### config.mk
export PLATFORM = sky130hd
export DESIGN_NAME = axis_byte_packer_flat
export DESIGN_NICKNAME = d
export VERILOG_FILES = /design/src/rtl/axis_byte_packer_if.sv /design/src/rtl/axis_byte_packer.sv /design/src/flat_wrapper.sv
export SDC_FILE = /design/constraint.sdc
export NUM_CORES = 1
export LEC_CHECK = 0
export CORE_ASPECT_RATIO = 0.5
export CORE_MARGIN = 4
export CORE_UTILIZATION = 50
export CTS_CLUSTER_DIAMETER = 30
export DETAILED_ROUTE_END_ITERATION = 8
export PLACE_DENSITY = 0.78
export SYNTH_ARGS = -nofsm -noshare
export SYNTH_HDL_FRONTEND = slang
export SYNTH_SLANG_ARGS = --single-unit
### constraint.sdc
create_clock -name clk -period 3.6 [get_ports clk]
set_input_delay 0.72 -clock clk [delete_from_list [all_inputs] [get_ports clk]]
set_output_delay 0.72 -clock clk [all_outputs]
set_load 0.02 [all_outputs]
### src/rtl/axis_byte_packer_if.sv
// axis_byte_packer_if: byte-in / word-out stream bundle. The packer takes the master modport.
`default_nettype none

interface axis_byte_packer_if #(
  parameter int BITS_PER_WORD = 8,
  parameter int W_OUT         = 24
);
  logic                     s_valid;
  logic [BITS_PER_WORD-1:0] s_data;
  logic                     s_ready;
  logic                     m_valid;
  logic [W_OUT-1:0]         m_data;
  logic                     m_ready;

  modport master (
    input  s_valid, s_data, m_ready,
    output s_ready, m_valid, m_data
  );

  modport slave (
    output s_valid, s_data, m_ready,
    input  s_ready, m_valid, m_data
  );
endinterface

`default_nettype wire

### src/rtl/axis_byte_packer.sv
// +--------------------------------------------------------------------------+
// | axis_byte_packer: packs BITS_PER_WORD-bit bytes into one W_OUT-bit       |
// | AXI-Stream word, double-buffered; optional idle timeout via macro        |
// | BYTE_PACKER_TIMEOUT_EN.                          Revision: 1.0           |
// +--------------------------------------------------------------------------+
`default_nettype none

module axis_byte_packer #(
  parameter int BITS_PER_WORD = 8,
  parameter int W_OUT         = 24,
  parameter int TIMEOUT_CLKS  = 52080
) (
  input  wire                  clk,
  input  wire                  rstn,
  axis_byte_packer_if.master   bus,
  output logic                 drop,
  output logic                 timeout
);

  localparam int NUM_WORDS = W_OUT / BITS_PER_WORD;
  localparam int CW        = (NUM_WORDS > 1) ? $clog2(NUM_WORDS) : 1;
  localparam logic [CW-1:0] LAST_IDX = CW'(NUM_WORDS - 1);

  logic [CW-1:0]    c_words;
  logic             pending;
  logic             s_ready_r;
  logic             m_valid_r;
  logic [W_OUT-1:0] m_data_r;
  logic [W_OUT-1:0] asm_r;

  logic             accept;
  logic             last;
  logic             slot_free;
  logic             handshake;
  logic [W_OUT-1:0] full_word;

  assign accept    = bus.s_valid && s_ready_r;
  assign last      = accept && (c_words == LAST_IDX);
  assign slot_free = !m_valid_r || bus.m_ready;
  assign handshake = m_valid_r && bus.m_ready;

  assign bus.s_ready = s_ready_r;
  assign bus.m_valid = m_valid_r;
  assign bus.m_data  = m_data_r;

  // Completed word as it would look with the incoming last byte merged in.
  always_comb begin
    full_word = asm_r;
    full_word[(NUM_WORDS-1)*BITS_PER_WORD +: BITS_PER_WORD] = bus.s_data;
  end

`ifdef BYTE_PACKER_TIMEOUT_EN
  localparam int TW = (TIMEOUT_CLKS > 1) ? $clog2(TIMEOUT_CLKS) : 1;
  localparam logic [TW-1:0] IDLE_MAX = TW'(TIMEOUT_CLKS - 1);

  logic [TW-1:0] idle_cnt;
  logic          idle_hit;

  assign idle_hit = !accept && (c_words != '0) && !pending && (idle_cnt == IDLE_MAX);

  always_ff @(posedge clk or negedge rstn) begin
    if (!rstn) begin
      idle_cnt <= '0;
      timeout  <= 1'b0;
    end else begin
      timeout <= idle_hit;
      if (accept || idle_hit)
        idle_cnt <= '0;
      else if ((c_words != '0) && !pending)
        idle_cnt <= idle_cnt + 1'b1;
    end
  end
`else
  logic idle_hit;
  assign idle_hit = 1'b0;
  assign timeout  = 1'b0;
`endif

  always_ff @(posedge clk or negedge rstn) begin
    if (!rstn) begin
      c_words   <= '0;
      pending   <= 1'b0;
      s_ready_r <= 1'b1;
      m_valid_r <= 1'b0;
      m_data_r  <= '0;
      asm_r     <= '0;
      drop      <= 1'b0;
    end else begin
      drop <= bus.s_valid && !s_ready_r;

      if (accept) begin
        asm_r[c_words*BITS_PER_WORD +: BITS_PER_WORD] <= bus.s_data;
        c_words <= last ? '0 : c_words + 1'b1;
      end else if (idle_hit) begin
        c_words <= '0;
      end

      // No byte is accepted while pending, so the pending drain never races a completion.
      if (pending && handshake) begin
        m_data_r  <= asm_r;
        pending   <= 1'b0;
        s_ready_r <= 1'b1;
      end else if (last && slot_free) begin
        m_data_r  <= full_word;
        m_valid_r <= 1'b1;
      end else if (last) begin
        asm_r     <= full_word;
        pending   <= 1'b1;
        s_ready_r <= 1'b0;
      end else if (handshake) begin
        m_valid_r <= 1'b0;
      end
    end
  end

endmodule

`default_nettype wire

### src/flat_wrapper.sv
// flat-port wrapper written by rule: the top's interface ports become plain ports
module axis_byte_packer_flat 
#(
  parameter int BITS_PER_WORD = 8,
  parameter int W_OUT         = 24,
  parameter int TIMEOUT_CLKS  = 52080
)
  (clk, rstn, drop, timeout, bus_s_valid, bus_s_data, bus_m_ready, bus_s_ready, bus_m_valid, bus_m_data);
  axis_byte_packer_if #(.BITS_PER_WORD(BITS_PER_WORD), .W_OUT(W_OUT)) bus_i ();
  input  wire clk;
  input  wire rstn;
  output logic drop;
  output logic timeout;
  input wire logic [$bits(bus_i.s_valid)-1:0] bus_s_valid;
  input wire logic [$bits(bus_i.s_data)-1:0] bus_s_data;
  input wire logic [$bits(bus_i.m_ready)-1:0] bus_m_ready;
  output wire logic [$bits(bus_i.s_ready)-1:0] bus_s_ready;
  output wire logic [$bits(bus_i.m_valid)-1:0] bus_m_valid;
  output wire logic [$bits(bus_i.m_data)-1:0] bus_m_data;
  assign bus_i.s_valid = bus_s_valid;
  assign bus_i.s_data = bus_s_data;
  assign bus_i.m_ready = bus_m_ready;
  assign bus_s_ready = bus_i.s_ready;
  assign bus_m_valid = bus_i.m_valid;
  assign bus_m_data = bus_i.m_data;
  axis_byte_packer #(.BITS_PER_WORD(BITS_PER_WORD), .W_OUT(W_OUT), .TIMEOUT_CLKS(TIMEOUT_CLKS)) u_core (.clk(clk), .rstn(rstn), .bus(bus_i), .drop(drop), .timeout(timeout));
endmodule
==> reports/results.ini <==
[cells_and_area]
drive_above_1_share = 0.1463
area_growth_pct = 20.95
fill_cells = 355
nets = 261
design_area_mm2 = 0.002868
fin_cells = 312
insertedDiodeCount = 0

[die]
initial_core_util = 0.5283
rows = 17
die_h_um = 56.70
fp.coreArea_mm2 = 0.004488
boundaryPins = 40
die_w_um = 105.4
dieArea_mm2 = 0.005975

[critical_path]
crit_type = input pin to flip-flop
path_max_fanout = 20
start_kind = input pin
path_cells = clkdlybuf4s50_1 > nand3_1 > buf_4 > a21o_1 > mux2_2
worstPathArrival_ns = 2.63
reg2reg_depth = 6
timing.critical_path.buf_inv = 2
crit_required_ns = 3.80
cp-end-kind = flip-flop
cp_slowest_cell = a21o_1
critPathTopFamily = buffers and inverters
slowest_delay_ns = 0.66
worstReg2RegEnd = u_core.bus.m_data[2]
r2r_start = u_core.c_words[0]
r2r_setup_slack_ns = 1.28

[synth]
netlist-cell-type-count = 32
synth_top_area_cell = dfrtp_1
syn-cell-area_mm2 = 0.002371
synth_edf_count = 0
synth_commonest_cells = dfrtp_1, nand2_1, inv_1, mux2_2, mux2i_1
synth_ff_type = dfrtp_1
synth_top_area_share = 0.5594
syn-num-nets = 224
ys_async_sr_fraction = 1.000
yosysSeqAreaShare = 0.5704
synthCells = 208
avgSynthCellArea_um2 = 11.40
synth_warnings = 0
synth_area_leaders = dfrtp_1, mux2_2, mux2i_1
synth.most_common_cell = dfrtp_1
synth-seq-cells = 54

[routing]
drc = 0
num_vias = 1612
wl_met3_um = 316
routedWlPerCell_um = 15.12
top_layer = met4
ant_nets = 0
finalWirelength_um = 4718
routed_via_density = 5.167
detail_route.wirelength.met1_um = 2103
dr.pass1.iters = 4
drtIter0Drc = 76
wl_met2_um = 2244

[cts]
cts_root_buf = clkbuf_8
htreeDepth = 2
clk_pin_slew_ns = 0.09
cts_buffers = 5
tritoncts = done
clk-insertion-delay-late_ns = 0.31
post-cts-setup-buffers = 0
clkSinkCount = 54
cts_buffer_depth = 2
cts-resized-gates = 0
ctsHoldBuffers = 0

[timing]
finClkSkew_ns = 0.01008
timing.fmax_ghz = 0.4115
tightest_slew_ns = 0.8166
period_minus_slack_ns = 2.430
fin_setup_tns_ns = 0
rsz0062_at_grt = false
report.final.slew_viol_count = 0
post-route-period-util = 0.6750
final_hold_viol_count = 0
slew_headroom = 0.4556
finalSetupViolCount = 0

[power_and_ir_drop]
cellLeakagePower_uw = 0.001497
pwr_density_cell_mw_per_mm2 = 341.9
ir_worst_vdd_uv = 179.3

[grt]
grt_pass1_vias = 1629
grt_pass1_wl_um = 7797
antenna_found_initial = 0
grt_max_degree = 34
grt_remaining_overflow = 0
grtUsageTotal = 0.1679

[job]
cap_violations = 0

[run_status]
status = finished clean

[placement]
gp_congestion = 0.8348
dpl_cell_area_mm2 = 0.002781
dp_hpwl_um = 3400
numPortBuffers = 38
dp.cells = 304

[hold_path]
hold_class = input pin to asynchronous set/reset pin

## placed cells by master, fill, tap and decap left out, types with 2 or more instances in the layout
| cell | count |
|---|---|
| nand3_1 | 4 |
| nand2b_1 | 3 |
| buf_4 | 2 |
| nor2_1 | 9 |
| a31oi_1 | 2 |
| dfrtp_1 | 53 |
| ha_1 | 4 |
| clkdlybuf4s50_1 | 37 |
| nand4_2 | 2 |
| clkbuf_8 | 5 |
| mux2i_1 | 15 |
| a21o_1 | 2 |
| o22ai_1 | 3 |
| a221o_1 | 3 |
| inv_1 | 22 |
| a21oi_1 | 4 |
| o21ai_0 | 8 |
| mux2_2 | 22 |
| nand2_1 | 31 |
## power breakdown
group | switching, uW | internal, uW
logic | 25.4 | 17.3
clock network | 192 | 138
registers | 0.593 | 608
## registers in the layout, summed over array words and instances (netlist names)
name                count
u_core.c_words          2
u_core.pending          1
u_core.asm_r           24
u_core.bus.m_valid      1
u_core.bus.m_data      24
u_core.bus.s_ready      1
u_core.drop             1
## kinds of logic after synthesis
| kind of cell | count (synthesis) | synth area share |
|---|---|---|
| buffers and inverters | 32 | 0.06121 |
| adders and majority gates | 4 | 0.02111 |
| DFF | 54 | 0.5704 |
| AOI/OAI and AO/OA | 24 | 0.06438 |
| and+or+nand+nor | 56 | 0.1135 |
| muxes | 37 | 0.1678 |
| other | 1 | 0.001582 |
## layout make-up
type | count | area, um^2 | share of cell area
sequential | 54 | 1353 | 0.4716
timing repair buffer | 40 | 390.4 | 0.1361
multi-input combinational | 122 | 873.3 | 0.3045
tap | 66 | 82.58 | 0.02880
inverter | 22 | 82.58 | 0.02880
clock buffer | 6 | 72.57 | 0.02531
clock inverter | 2 | 13.76 | 0.004799
## how the worst max path moves through the flow
stage / cells after the start / slack [ns] / endpoint / start
after floorplan: 4 / 1.91 / u_core.bus.m_data[0] / bus_m_ready
after global placement: 5 / 0.88 / u_core.bus.m_data[2] / bus_s_valid
after detailed placement: 5 / 0.82 / u_core.bus.m_data[6] / bus_s_valid
after CTS: 5 / 1.14 / u_core.bus.m_data[2] / bus_s_valid
after global routing: 5 / 1.07 / u_core.bus.m_data[14] / bus_s_valid
final: 5 / 1.17 / u_core.bus.m_data[2] / bus_s_valid
## per-stage QoR
stage / power [uW] / setup WS (ns) / hold slack [ns] / util
floorplan: 630.3 / 1.913 / 0.4244 / -
global placement: 663.3 / 0.8795 / 0.4675 / 0.6197
detailed placement: 663.7 / 0.8224 / 0.4797 / 0.6197
CTS: 988.9 / 1.143 / 0.4792 / 0.6390
global route: 1018 / 1.067 / 0.5112 / 0.6390
finish: 980.4 / 1.170 / 0.4578 / 0.6390
## metal layers
layer,vias to the layer above,global-route usage
met5,-,0
met4,0,0.03738
met3,7,0.05052
met2,43,0.2708
met1,801,0.2247
li1,761,-
(Power assumes the default switching activity.)
